`src/rtl/key_expand_ctrl.sv`:
```
// key_expand_ctrl: sequential AES-128 key-schedule controller.
// Emits round keys rk0..rkNUM_ROUNDS one at a time on a valid/ready port.
// SubWord is computed by an external 4-byte S-box unit: one word per round
// goes out on sub_word_out and the result returns on sub_word_in in the same cycle.
// Optional build macro KEY_EXPAND_ABORT_EN adds an 'abort' input that
// forces the controller back to IDLE from any busy state.
module key_expand_ctrl #(
  parameter int NUM_ROUNDS = 10
) (
  input  logic         clk,
  input  logic         rst,
  input  logic [127:0] key_in,
  input  logic         start,
`ifdef KEY_EXPAND_ABORT_EN
  input  logic         abort,
`endif
  output logic         ready_out,
  output logic [31:0]  sub_word_out,
  output logic [3:0]   sub_round_out,
  input  logic [31:0]  sub_word_in,
  input  logic [3:0]   sub_round_in,
  output logic [127:0] rk_out,
  output logic [3:0]   rk_idx,
  output logic         rk_valid,
  input  logic         rk_ready,
  output logic         rk_last,
  output logic         tag_err
);

  localparam logic [1:0] IDLE = 2'd0;
  localparam logic [1:0] EMIT = 2'd1;
  localparam logic [1:0] SUB  = 2'd2;
  localparam logic [1:0] MIX  = 2'd3;

  localparam logic [3:0] LAST_IDX = 4'(NUM_ROUNDS);

  logic [1:0]   state;
  logic [127:0] key_q;
  logic [31:0]  temp_q;
  logic [3:0]   idx_q;
  logic [7:0]   rcon_q;
  logic         tag_err_q;
  logic [31:0]  sub_word_q;
  logic [3:0]   sub_round_q;
  logic         abort_req;
  logic         rk_hs;
  logic         idx_last;
  logic [127:0] key_mix;

  // GF(2^8) multiply-by-x used to step the round constant.
  function automatic logic [7:0] xtime(input logic [7:0] b);
    return {b[6:0], 1'b0} ^ (b[7] ? 8'h1B : 8'h00);
  endfunction

  // RotWord: rotate a word left by one byte.
  function automatic logic [31:0] rot_word(input logic [31:0] w);
    return {w[23:0], w[31:24]};
  endfunction

`ifdef KEY_EXPAND_ABORT_EN
  assign abort_req = abort & (state != IDLE);
`else
  assign abort_req = 1'b0;
`endif

  assign rk_hs         = (state == EMIT) & rk_ready;
  assign idx_last      = (idx_q == LAST_IDX);
  assign ready_out     = (state == IDLE);
  assign rk_valid      = (state == EMIT);
  assign rk_out        = key_q;
  assign rk_idx        = idx_q;
  assign rk_last       = rk_valid & idx_last;
  assign tag_err       = tag_err_q;
  assign sub_word_out  = sub_word_q;
  assign sub_round_out = sub_round_q;

  // Word-chained XOR producing the next round key from the current key and temp.
  always_comb begin
    logic [31:0] w0, w1, w2, w3;
    w0 = key_q[127:96] ^ temp_q;
    w1 = key_q[95:64]  ^ w0;
    w2 = key_q[63:32]  ^ w1;
    w3 = key_q[31:0]   ^ w2;
    key_mix = {w0, w1, w2, w3};
  end

  // Controller FSM plus key/temp/rcon/S-box port registers.
  // The S-box port registers are loaded on entry to SUB so they are stable for
  // the whole SUB cycle and otherwise hold their value to avoid toggling.
  always_ff @(posedge clk) begin
    if (rst) begin
      state       <= IDLE;
      key_q       <= '0;
      temp_q      <= '0;
      idx_q       <= '0;
      rcon_q      <= '0;
      tag_err_q   <= 1'b0;
      sub_word_q  <= '0;
      sub_round_q <= '0;
    end else if (abort_req) begin
      state       <= IDLE;
      idx_q       <= '0;
      rcon_q      <= '0;
      sub_word_q  <= '0;
      sub_round_q <= '0;
    end else begin
      case (state)
        IDLE: begin
          if (start) begin
            key_q  <= key_in;
            idx_q  <= '0;
            rcon_q <= 8'h01;
            state  <= EMIT;
          end
        end
        EMIT: begin
          if (rk_hs) begin
            if (idx_last) begin
              sub_word_q  <= '0;
              sub_round_q <= '0;
              state       <= IDLE;
            end else begin
              sub_word_q  <= rot_word(key_q[31:0]);
              sub_round_q <= idx_q + 4'd1;
              state       <= SUB;
            end
          end
        end
        SUB: begin
          temp_q    <= sub_word_in ^ {rcon_q, 24'h0};
          tag_err_q <= tag_err_q | (sub_round_in != sub_round_q);
          state     <= MIX;
        end
        MIX: begin
          key_q  <= key_mix;
          idx_q  <= idx_q + 4'd1;
          rcon_q <= xtime(rcon_q);
          state  <= EMIT;
        end
        default: state <= IDLE;
      endcase
    end
  end

endmodule

```
`config.mk`:
```
export PLATFORM = sky130hd
export DESIGN_NAME = key_expand_ctrl
export DESIGN_NICKNAME = d
export VERILOG_FILES = /design/src/rtl/key_expand_ctrl.sv
export SDC_FILE = /design/constraint.sdc
export NUM_CORES = 1
export LEC_CHECK = 0
export ABC_AREA = 1
export BUFFER_PORTS_ARGS = -buffer_cell sky130_fd_sc_hd__buf_4
export CAP_MARGIN = 15
export CORE_MARGIN = 2
export CORE_UTILIZATION = 45
export CTS_CLUSTER_DIAMETER = 40
export DETAILED_ROUTE_END_ITERATION = 7
export PLACE_DENSITY = 0.72
export SYNTH_ARGS = -nofsm -noshare
export SYNTH_HDL_FRONTEND = slang
export SYNTH_SLANG_ARGS = --single-unit
export TNS_END_PERCENT = 20
```
`constraint.sdc`:
```
create_clock -name clk -period 3 [get_ports clk]
set_input_delay 0.15 -clock clk [delete_from_list [all_inputs] [get_ports clk]]
set_output_delay 0.15 -clock clk [all_outputs]
set_load 0.03 [all_outputs]
```
* After elaboration in Yosys (flattened, before gate mapping) *
Cells that the tools add are included.

cells by class
  bitwise logic cells = 9
  multiplexer cells = 13
  reductions and logical operators = 5
  add/subtract/negate cells = 1
  equality and inequality tests = 7

operators with widths
  operator                                                count
  one-hot mux 128 bit (2 select lines)                    1
  XOR 32 bit                                              5
  two-way mux 128 bit                                     1
  two-way mux 32 bit                                      1
  one-hot mux 8 bit (2 select lines)                      1
  two-way mux 4 bit                                       2
  two-way mux 8 bit                                       1
  one-hot mux 2 bit (4 select lines)                      1
  one-hot mux 4 bit (2 select lines)                      1
  XOR 8 x 5 -> 8 bit                                      1
  two-way mux 2 bit                                       3
  AND reduction 2 bit                                     3
  two-way mux 5 bit                                       1
  adder 4 x 1 -> 4 bit (second input constant)            1
  == test 2 bit (second input constant)                   2
  == test 4 bit (second input constant)                   1
  inequality test 4 bit                                   1
  bitwise AND 1 bit                                       2
  == test 2 x 1 -> 1 bit (second input constant)          1
  zero test 2 bit                                         1
  inequality test 2 x 1 -> 1 bit (second input constant)  1
  inequality test 2 bit (second input constant)           1
  nonzero test 2 bit                                      1
  OR 1 bit                                                1

storage, ports and cells
  register bits = 211

* Longest topological paths before layout *
Gate-level depths: netlist of run 1.

  depth in word-level cells = 5
  gate-level depth with buffers = 13
  mapped depth without buffers = 11

* Worst setup path before layout of run 1 *
No wires, ideal clock.

  kind = flip-flop to flip-flop
  from = register state[0]
  to = register key_q[20] (netlist: rk_out[20])
  arrival = 1718 ps
  period minus slack after synthesis = 1830 ps
  library setup time = 113 ps
  cell stages (with the launch flop) = 14
  path buffers = 2
  data required time = 2887 ps
  slack = 1170 ps
  cell sequence = dfxtp_1 -> inv_1 -> ha_1 -> inv_1 -> nor2_1 -> inv_1 -> o21ai_4 -> inv_2 -> buf_2 -> buf_4 -> nand2_1 -> nand2_1 -> nand2_1 -> nor2_1

on the way
  cells in the longest elaborated chain, start to end = 3
  elaborated cells on any way between the ends = 6

ends and longest elaborated chain
  item                                                                                 RTL line  text
  start, declared                                                                      37        logic [1:0] state;
  start signal, assigned                                                               92        state <= IDLE;
  start signal, assigned                                                               101       state <= IDLE;
  start signal, assigned                                                               113       state <= EMIT;
  zero test 2 bit (*)                                                                  n/a
  via ready_out                                                                        17        output logic ready_out,
  inequality test 2 bit (no source line) / nonzero test 2 bit (equally long branches)  n/a
  AND reduction 2 bit (no source line)                                                 n/a
  end signal, assigned                                                                 110       key_q <= key_in;
  end signal, assigned                                                                 135       key_q <= key_mix;
  end, declared                                                                        38        logic [127:0] key_q;

Mark *: on every way through the listed nets, which the timed path passes. The rest lies on a longest branch.
A chain may end at the register's enable or synchronous reset.

* Final worst setup path of run 1 *
  from = register state[1]
  to = register sub_round_q[3] (netlist: sub_round_out[3])

on the way
  cells in the longest elaborated chain, start to end = 3

ends and longest elaborated chain
  item                                      RTL line  text
  == test 2 x 1 -> 1 bit (*)                66, 107
  bitwise AND 1 bit                         66        assign rk_hs = (state == EMIT) & rk_ready;
  AND reduction 2 bit (no source line) (*)  n/a
  end signal, assigned                      124       sub_round_q <= idx_q + 4'd1;
  end, declared                             44        logic [3:0] sub_round_q;

Every way passes the cells marked *; elsewhere a longest branch is shown, timed or not.

==> Flow_metrics.wiki, run 1 <==
{| class="wikitable"
! Metric !! Value
|-
| Max-slew headroom || 28.6%
|-
| CP Launch Type || flip-flop
|-
| CTS sink cnt || between 200 and 250
|-
| Cell leakage power || 6.93 nW
|-
| Clock root buffer || sky130_fd_sc_hd__clkbuf_16
|-
| Sort of element at the end of the critical path || flip-flop
|-
| Number of top-level pins || 340
|-
| Wire length per cell after detailed routing || ~16 um
|-
| Max frequency || 410 MHz
|-
| Number of endpoints failing setup at the final stage || 0
|-
| Top-area cell type share of the netlist area || 40.2%
|-
| Post-route clock skew || 15.3 ps
|-
| Number of buffers created by CTS || 38
|-
| Number of iterations in the first detailed-routing pass || 5
|-
| P_sw || 4.90 mW
|-
| Outcome || completed
|-
| Fraction of the yosys area taken by sequential cells || 40.2%
|-
| Horiz. Die Dim || about 160 um
|-
| Total count of hold-check failures in the final report || 0
|-
| Via count of the first global-routing pass || 11475
|-
| Reported max-cap violation count || 0
|-
| Part of the power in combinational logic || between 30% and 40%
|-
| Highest-count cells in the layout ignoring fill and taps || sky130_fd_sc_hd__nand2_1 (421), sky130_fd_sc_hd__buf_4 (348), sky130_fd_sc_hd__nand3_1 (215)
|-
| Fraction of layout cells with a size suffix above 1 || between 20% and 30%
|-
| Antenna violations before repair || 3
|-
| Clock Power Share || 36.1%
|-
| Synth area leaders || sky130_fd_sc_hd__dfxtp_1 (40%), sky130_fd_sc_hd__nand2_1 (15%), sky130_fd_sc_hd__nand3_1 (10%)
|-
| Final critical-path share of the clock period || between 80% and 90%
|-
| Gate Count Post-Synth || roughly 1600
|-
| Distinct cells, synth || 25
|-
| Total power per unit cell area || 834 nW/um^2
|-
| Max VDD drop || 607 uV
|-
| Dominant cell type by area after synthesis || sky130_fd_sc_hd__dfxtp_1
|-
| DRC Markers || 0
|-
| Cell area after synthesis || 10500 um^2
|-
| Setup repair after global routing missed its margin || no
|-
| H-Tree Depth || 2
|-
| Critical path required time || 3370 ps
|-
| Total nets after synthesis || 1773
|-
| Total congestion overflow after global routing || 0
|-
| Setup Total Neg Slack || 0 ps
|-
| Antenna-violating nets left || 0
|-
| Total number of placement rows || between 50 and 60
|-
| Starting density of the core || 46.1%
|-
| Fraction of power consumed by sequential logic || 29.5%
|-
| Slew Viols, Final || 0
|-
| TritonCTS clock tree || built
|-
| Count of vias placed by the detailed router || 12325
|-
| Max FO, Critical Path || 36
|-
| Per-instance average area after synthesis || 6.57 um^2
|-
| First-pass GRT wire length || roughly 58000 um
|-
| Per-cell via count in the routed design || 5.27
|-
| Clock period minus worst slack || 2440 ps
|-
| Most common cell after layout, fill and taps aside || sky130_fd_sc_hd__nand2_1
|-
| Total wirelength of the detailed-routed design || 37800 um
|-
| Measured slew at the worst slew-check pin || between 1000 and 1500 ps
|-
| Flop and latch count out of synthesis || 211
|-
| Internal Pwr Total || 8.13 mW
|-
| Die extent in y || around 160 um
|-
| Number of nets in the finished design || 2169
|-
| Data arrival at the endpoint of the critical path || ~2800 ps
|-
| Post-synthesis to final-layout area growth || 48.7%
|-
| Buffers on Ports || between 300 and 400
|-
| Max Buffers Root-to-Sink || 3
|-
| Global-route usage over all layers || 29.7%
|-
| Area of the core || 22800 um^2
|-
| Post-DP HPWL || approximately 25000 um
|-
| Maximum number of pins on one net before global-route repair || 90
|-
| Count of yosys warnings during synthesis || 0
|-
| Total Power || 13.0 mW
|-
| Last weighted congestion value of the routability-driven placer || 0.900
|-
| Die outline area || 24600 um^2
|-
| Later-pin clock latency in the skew report || between 500 and 600 ps
|-
| Starting DRT DRC Count || about 870
|-
| Startpoint-to-endpoint class of the critical path || flip-flop to flip-flop
|-
| Switching power share of the total || 37.6%
|-
| Final-layout fill cell count || 1890
|-
| PostCTS Resize Cnt || 0
|-
| Class of the worst hold path || primary input to flip-flop
|-
| Clock transition time at the flip-flop clock pins of the worst setup and hold paths || 50 ps
|}
==> area by class of cell <==
class                   count  area [um^2]  area share, %
flip-flops and latches    211         4220           27.0
well taps                 313          392           2.51
diodes                      3         7.51         0.0481
clock buffers              48         1090           6.99
inverters                 158          599           3.84
multi-input cells        1138         5320           34.1
repair buffers            448         3670           23.5
clock inverters            20          313           2.00
==> through the flow <==
| step | worst slack [ps] | util (%) | std cells | hold slack [ps] | cell area, um^2 |
|---|---|---|---|---|---|
| final | 560 | 68.6 | 2339 | 3.68 | 15600 |
| after floorplan | 1170 | - | 1599 | 340 | 10500 |
| after global routing | 299 | 68.6 | 2339 | 17.5 | 15600 |
| after detailed placement | 587 | 58.3 | 2174 | 438 | 13300 |
| after global placement | 716 | 58.3 | 2174 | 427 | 13300 |
| after CTS | 583 | 68.6 | 2336 | 0.165 | 15600 |
==> state kept, by name (all words and copies together) (netlist names) <==
register	cells
state	2
sub_word_out	32
sub_round_out	4
rk_out	128
rcon_q	8
tag_err	1
temp_q	32
rk_idx	4
==> per-layer routing <==
layer | GRT usage, % | routed length [um] | up-vias | share of wire [%]
met5 | 0 | 0 | - | 0
met4 | 14.3 | 1620 | 0 | 4.3
met3 | 7.03 | 3170 | 95 | 8.4
met2 | 52.9 | 18800 | 510 | 50
met1 | 33.3 | 14200 | 5667 | 38
li1 | - | - | 6053 | -
==> synth_stat cells, drive strengths merged <==
master / n
buf: 27
xnor2: 5
nand3: 215
o211ai: 19
nand2: 421
ha: 6
nand4: 1
a221oi: 1
a22oi: 1
nor2: 75
a21oi: 203
dfxtp: 211
inv: 156
nor3: 1
o21ai: 133
clkbuf: 65
clkinv: 2
xor2: 10
or2: 32
o22ai: 15
==> what timing repair did <==
action / 4_1_cts / 5_1_grt
hold buffers: 94 / 0
buffers inserted: 0 / 0
endpoints found under the hold margin: 94 / 0
==> worst max-delay path, cell delays in order, from the launching register on <==
cell	delay, ps
sky130_fd_sc_hd__dfxtp_1	400
sky130_fd_sc_hd__inv_1	90
sky130_fd_sc_hd__ha_1	220
sky130_fd_sc_hd__inv_1	120
sky130_fd_sc_hd__nor2_1	70
sky130_fd_sc_hd__nand2_1	60
sky130_fd_sc_hd__clkinv_1	810
sky130_fd_sc_hd__a22oi_1	450
sky130_fd_sc_hd__nor2_1	70
==> final timing paths <==
check | cells after the start | end | slack (ps) | from
worst max register to register | 8 | sub_round_out[3] | 560 | state[1]
worst min-delay path | 5 | rk_out[24] | 4 | key_in[24]
worst min register to register | 2 | sub_word_out[18] | 460 | sub_word_out[18]
worst max-delay path | 8 | sub_round_out[3] | 560 | state[1]
==> cell families (layout without fill, tap and decap cells) <==
family / Yosys count / count (layout) / synth area share, %
and+or+nand+nor: 745 / 745 / 30.0
AOI/OAI and AO/OA: 372 / 372 / 18.5
buffers and inverters: 250 / 674 / 9.34
DFF: 211 / 211 / 40.2
xor gates and xnor gates: 15 / 15 / 1.25
adders and majority gates: 6 / 6 / 0.715
other: 0 / 3 / 0
==> power by group through the flow <==
| stage | Combinational, mW | Clock (mW) | Sequential [mW] |
|---|---|---|---|
| finish | 4.48 | 4.70 | 3.85 |
| floorplan | 2.10 | 0 | 4.59 |
| detailed placement | 4.34 | 0 | 3.89 |
| global placement | 4.25 | 0 | 3.87 |
| CTS | 4.47 | 4.75 | 3.84 |
| global route | 4.92 | 4.89 | 3.92 |
Power figures use the tool's default switching activity.
==> run 2, diff against run 1 <==
Clock period 3 ns to 2.51 ns, I/O delays scaled along.
==> run 2 against run 1 <==
  * Final cell count grew 1.0%
  * Worst hold slack gained 2.4 ps
  * Via count rose by 0.13%
  * Critical path type unchanged
  * Largest cell class unchanged
==> Flow_metrics.wiki, run 2 (synthesized netlist as in run 1, its figures left out) <==
{| class="wikitable"
! Metric !! Value
|-
| Number of nets in the finished design || 2196
|-
| Final critical-path share of the clock period || ~92%
|-
| Post-route clock skew || 20.0 ps
|-
| Fraction of layout cells with a size suffix above 1 || 22.2%
|-
| Total power per unit cell area || around 950 nW/um^2
|-
| Highest-count cells in the layout ignoring fill and taps || sky130_fd_sc_hd__nand2_1 (421), sky130_fd_sc_hd__buf_4 (348), sky130_fd_sc_hd__nand3_1 (215)
|-
| Total wirelength of the detailed-routed design || 37400 um
|-
| Number of endpoints failing setup at the final stage || 0
|-
| Antenna-violating nets left || 0
|-
| Maximum number of pins on one net before global-route repair || around 170
|-
| Starting DRT DRC Count || 870
|-
| Total Power || ~15 mW
|-
| Data arrival at the endpoint of the critical path || around 2700 ps
|-
| Most common cell after layout, fill and taps aside || sky130_fd_sc_hd__nand2_1
|-
| Global-route usage over all layers || 29.0%
|-
| Class of the worst hold path || primary input to flip-flop
|-
| Cell leakage power || 6.97 nW
|-
| Clock period minus worst slack || 2300 ps
|-
| Number of top-level pins || between 300 and 400
|-
| Later-pin clock latency in the skew report || about 500 ps
|-
| H-Tree Depth || 2
|-
| Post-DP HPWL || 24500 um
|-
| Count of vias placed by the detailed router || ~12000
|-
| Measured slew at the worst slew-check pin || 1130 ps
|-
| Die extent in y || 157 um
|-
| Starting density of the core || between 40 and 50%
|-
| Total count of hold-check failures in the final report || 0
|-
| Wire length per cell after detailed routing || 15.8 um
|-
| Clock root buffer || sky130_fd_sc_hd__clkbuf_16
|-
| Antenna violations before repair || 2
|-
| First-pass GRT wire length || 57000 um
|-
| Max Buffers Root-to-Sink || 3
|-
| Last weighted congestion value of the routability-driven placer || 0.865
|-
| Startpoint-to-endpoint class of the critical path || flip-flop to flip-flop
|-
| Slew Viols, Final || 0
|-
| Die outline area || ~25000 um^2
|-
| TritonCTS clock tree || built
|-
| Reported max-cap violation count || 0
|-
| Number of iterations in the first detailed-routing pass || 7
|-
| Final-layout fill cell count || ~1900
|-
| CTS sink cnt || ~210
|-
| Total congestion overflow after global routing || 0
|-
| Per-cell via count in the routed design || 5.22
|-
| Largest register FFs || 128
|-
| Max-slew headroom || 24.9%
|-
| Worst setup margin || 211 ps
|-
| Outcome || completed
|-
| Setup repair after global routing missed its margin || no
|-
| Area of the core || 22800 um^2
|-
| Setup Total Neg Slack || 0 ps
|-
| Post-synthesis to final-layout area growth || 50.0%
|-
| Sort of element at the end of the critical path || flip-flop
|-
| Setup WS pre-CTS || about 8.7 ps
|-
| Via count of the first global-routing pass || 11333
|-
| CP Launch Type || flip-flop
|-
| Max FO, Critical Path || 164
|-
| Max frequency || 435 MHz
|-
| Max VDD drop || 653 uV
|-
| Number of buffers created by CTS || 36
|-
| Critical path required time || 2940 ps
|-
| Total number of placement rows || 55
|-
| Final hold slack || 6.06 ps
|-
| Horiz. Die Dim || roughly 160 um
|-
| Placed cell count || about 2200
|-
| Count of non-filler cells in the finished layout || between 2000 and 2500
|-
| Buffers on Ports || 339
|-
| DRC Markers || 0
|-
| Clock transition time at the flip-flop clock pins of the worst setup and hold paths || 60 ps
|}
[run 2: cell count changes in the layout (fill, tap and decap cells not counted), sizes merged]
cell,change
diode,-1
inv,+1
clkinv,+2
nor2,+1
bufinv,-2
clkbuf,-5
dlygate4sd3,+28
[run 2: report_power, final]
part,switching [mW],internal (mW)
clock network,1.76,3.30
registers,0.635,3.97
logic,3.41,1.96
total,5.81,9.23
[run 2: critical path: stages (launching register included)]
cell and delay, ps:
sky130_fd_sc_hd__dfxtp_1 430, sky130_fd_sc_hd__ha_4 200, sky130_fd_sc_hd__buf_16 420, sky130_fd_sc_hd__o21ai_4 160
sky130_fd_sc_hd__inv_6 200, sky130_fd_sc_hd__buf_4 400, sky130_fd_sc_hd__nand2_1 130, sky130_fd_sc_hd__nand2_1 80
sky130_fd_sc_hd__nand2_1 50, sky130_fd_sc_hd__nor2_1 80
[run 2: per-stage QoR]
stage	util [%]	instance area, um^2
after floorplan	-	10500
after global placement	58.3	13300
after detailed placement	58.3	13300
after CTS	69.1	15700
after global routing	69.2	15800
final	69.2	15800
[run 2: final cells by class]
class                   count  area, um^2  area share (%)
well taps                 313         392            2.49
diodes                      2        5.00          0.0318
inverters                 158         603            3.83
clock inverters            21         275            1.75
clock buffers              43         968            6.15
multi-input cells        1139        5330            33.8
repair buffers            476        3960            25.1
flip-flops and latches    211        4220            26.8
[run 2: layer usage]
layer / vias to the layer above / track usage [%] / wire length (um)
li1: 6103 / - / -
met1: 5700 / 32.7 / 14300
met2: 453 / 51.5 / 18400
met3: 85 / 7.20 / 3050
met4: 0 / 13.1 / 1610
met5: - / 0 / 0
[run 2: final timing paths]
check,startpoint,endpoint,slack (ps),cells past startpoint
min reg2reg,sub_word_out[18],sub_word_out[18],460,2
max reg2reg,state[0],rk_out[28],210,9
max,state[0],rk_out[28],210,9
min,key_in[29],rk_out[29],6,5
[run 2: repair_timing]
action / CTS / global route
endpoints found under the setup margin: 17 / 4
pin swaps: 1 / 0
buffers inserted: 0 / 0
hold buffers: 122 / 0
endpoints found under the hold margin: 122 / 0
gates cloned: 1 / 0
gates resized for setup: 0 / 2
==> run 3, diff against run 2 <==
Settings changed: GPL_TIMING_DRIVEN from default to 0, SKIP_LAST_GASP from default to 1.
==> run 3 against run 2 <==
  * The flow now finishes with violations (hold timing)
  * Clock power shrank 7.3%
  * Count of clock-buffer cells in the layout is the same
  * Power shrank 0.16%
  * Sequential share of layout area shrank 0.22 points
  * Core utilization grew 0.56 points
  * Critical path type unchanged
  * Largest power group unchanged
==> Flow_metrics.wiki, run 3 (synthesized netlist as in run 1, its figures left out) <==
{| class="wikitable"
! Metric !! Value
|-
| Outcome || finished, violations left
|-
| Violations in the final reports || hold timing
|-
| TritonCTS clock tree || built
|-
| Via count of the first global-routing pass || approximately 12000
|-
| Number of buffers created by CTS || 36
|-
| Die outline area || roughly 25000 um^2
|-
| Final std cell area, no fill || 15900 um^2
|-
| Data arrival at the endpoint of the critical path || 2790 ps
|-
| Post-route clock skew || between 20 and 25 ps
|-
| Max Buffers Root-to-Sink || 3
|-
| CTS sink cnt || 211
|-
| Post-DP HPWL || roughly 32000 um
|-
| Fin util || between 60% and 70%
|-
| Max FO, Critical Path || 10
|-
| Starting density of the core || 46.1%
|-
| Cell area after placement || around 13000 um^2
|-
| Starting DRT DRC Count || between 1000 and 1500
|-
| Setup repair after global routing missed its margin || no
|-
| Total wirelength of the detailed-routed design || 44600 um
|-
| Switching power share of the total || 41.0%
|-
| Wire length per cell after detailed routing || 18.3 um
|-
| Antenna violations before repair || 1
|-
| Fraction of layout cells with a size suffix above 1 || 21.8%
|-
| Measured slew at the worst slew-check pin || 840 ps
|-
| Slew Viols, Final || 0
|-
| Antenna-violating nets left || 0
|-
| Post-synthesis to final-layout area growth || 51.2%
|-
| H-Tree Depth || 2
|-
| Maximum number of pins on one net before global-route repair || 12
|-
| Later-pin clock latency in the skew report || ~530 ps
|-
| Max stage delay cell, worst path || sky130_fd_sc_hd__clkbuf_1
|-
| P_sw || slightly above 6 mW
|-
| Sort of element at the end of the critical path || flip-flop
|-
| Total number of placement rows || 55
|-
| Startpoint-to-endpoint class of the critical path || flip-flop to flip-flop
|-
| Total congestion overflow after global routing || 0
|-
| Number of top-level pins || 340
|-
| CP Launch Type || flip-flop
|-
| Worst path most repeated cell || sky130_fd_sc_hd__nand2_1
|-
| Clock root buffer || sky130_fd_sc_hd__clkbuf_16
|-
| Highest-count cells in the layout ignoring fill and taps || sky130_fd_sc_hd__nand2_1 (421), sky130_fd_sc_hd__buf_4 (340), sky130_fd_sc_hd__nand3_1 (215)
|-
| Part of the power in combinational logic || between 30 and 40%
|-
| Cell leakage power || 7.08 nW
|-
| Largest register FFs || around 130
|-
| Buffer and inverter count on the worst path || 2
|-
| Per-cell via count in the routed design || roughly 5.3
|-
| Total power per unit cell area || 945 nW/um^2
|-
| Total Power || 15.0 mW
|-
| Max-slew headroom || 44.0%
|-
| DRC Markers || 0
|-
| Global-route usage over all layers || a little over a third
|-
| Reported max-cap violation count || 0
|-
| First-pass GRT wire length || 65700 um
|-
| Crit path largest cell delay || 650 ps
|-
| Number of endpoints failing setup at the final stage || 0
|-
| Count of vias placed by the detailed router || 13037
|-
| Clock period minus worst slack || 2380 ps
|-
| Internal Pwr Total || 8.86 mW
|-
| Critical path required time || 2920 ps
|-
| Number of nets in the finished design || between 2000 and 2500
|-
| Ordered cell list for the critical path || ha_1, buf_2, clkbuf_1, nand3_1, nand2_1, nand2_1, nand2_1, nor2_1
|-
| Final hold slack || -11.2 ps
|-
| Clock transition time at the flip-flop clock pins of the worst setup and hold paths || approximately 60 ps
|-
| Max VDD drop || a little under 600 uV
|-
| Number of iterations in the first detailed-routing pass || 8
|-
| Last weighted congestion value of the routability-driven placer || 0.923
|-
| Area of the core || 22800 um^2
|-
| Most common cell after layout, fill and taps aside || sky130_fd_sc_hd__nand2_1
|-
| Total count of hold-check failures in the final report || 2
|-
| Setup Total Neg Slack || 0 ps
|-
| Buffers on Ports || 338
|-
| Final critical-path share of the clock period || 95.0%
|-
| Die extent in y || 157 um
|-
| Top delay family on crit path || buffers and inverters
|-
| Class of the worst hold path || primary input to flip-flop
|-
| Horiz. Die Dim || 157 um
|-
| Fraction of power consumed by sequential logic || 30.8%
|-
| Max frequency || 419 MHz
|-
| Clock Power Share || between 30 and 40%
|}
## run 3: timing repair
item / 4_1_cts / 5_1_grt
buffers inserted: 0 / 0
endpoints found under the setup margin: 0 / 1
endpoints found under the hold margin: 130 / 0
gates resized for setup: 0 / 2
hold buffers: 130 / 0
## run 3: final timing paths
check | from | cells after the start | slack [ps] | end
max | state[0] | 8 | 130 | rk_out[22]
min | key_in[49] | 4 | -10 | rk_out[49]
max reg2reg | state[0] | 8 | 130 | rk_out[22]
min reg2reg | sub_word_out[2] | 2 | 470 | sub_word_out[2]
## run 3: worst reg2reg max path: cells and delay by family (launching register included)
kind | cells | cell delay (ps)
DFF | 1 | 400
and+or+nand+nor | 5 | 700
buffers and inverters | 2 | 960
adders and majority gates | 1 | 220
## run 3: area by class of cell
cell class / instances / area, um^2
buffer: 92 / 389
timing repair buffer: 468 / 3840
clock inverter: 18 / 165
multi-input combinational: 1138 / 5300
tap: 313 / 392
fill: 1916 / 6890
inverter: 158 / 593
clock buffer: 43 / 978
sequential: 211 / 4220
antenna: 1 / 2.50
## run 3: per-stage QoR
| step | setup WS [ps] | std cells |
|---|---|---|
| floorplan | 680 | 1599 |
| global placement | 204 | 2250 |
| detailed placement | 162 | 2250 |
| CTS | 166 | 2441 |
| global route | 15.7 | 2442 |
| finish | 125 | 2442 |
## run 3: per-layer routing
layer  up-vias  part of all wire (%)  GRT usage (%)
met5         -                     0              0
met4         0                   4.8           17.6
met3       127                   9.8           7.39
met2       668                    47           58.8
met1      5969                    38           42.0
li1       6273                     -              -
## run 3: power groups by stage
| stage | clock, mW | combinational [mW] | sequential, mW |
|---|---|---|---|
| final | 4.69 | 5.70 | 4.62 |
| after global routing | 4.86 | 6.15 | 4.69 |
| after CTS | 4.71 | 5.63 | 4.60 |
| after detailed placement | 0 | 5.43 | 4.65 |
| after global placement | 0 | 5.32 | 4.64 |
| after floorplan | 0 | 2.51 | 5.49 |
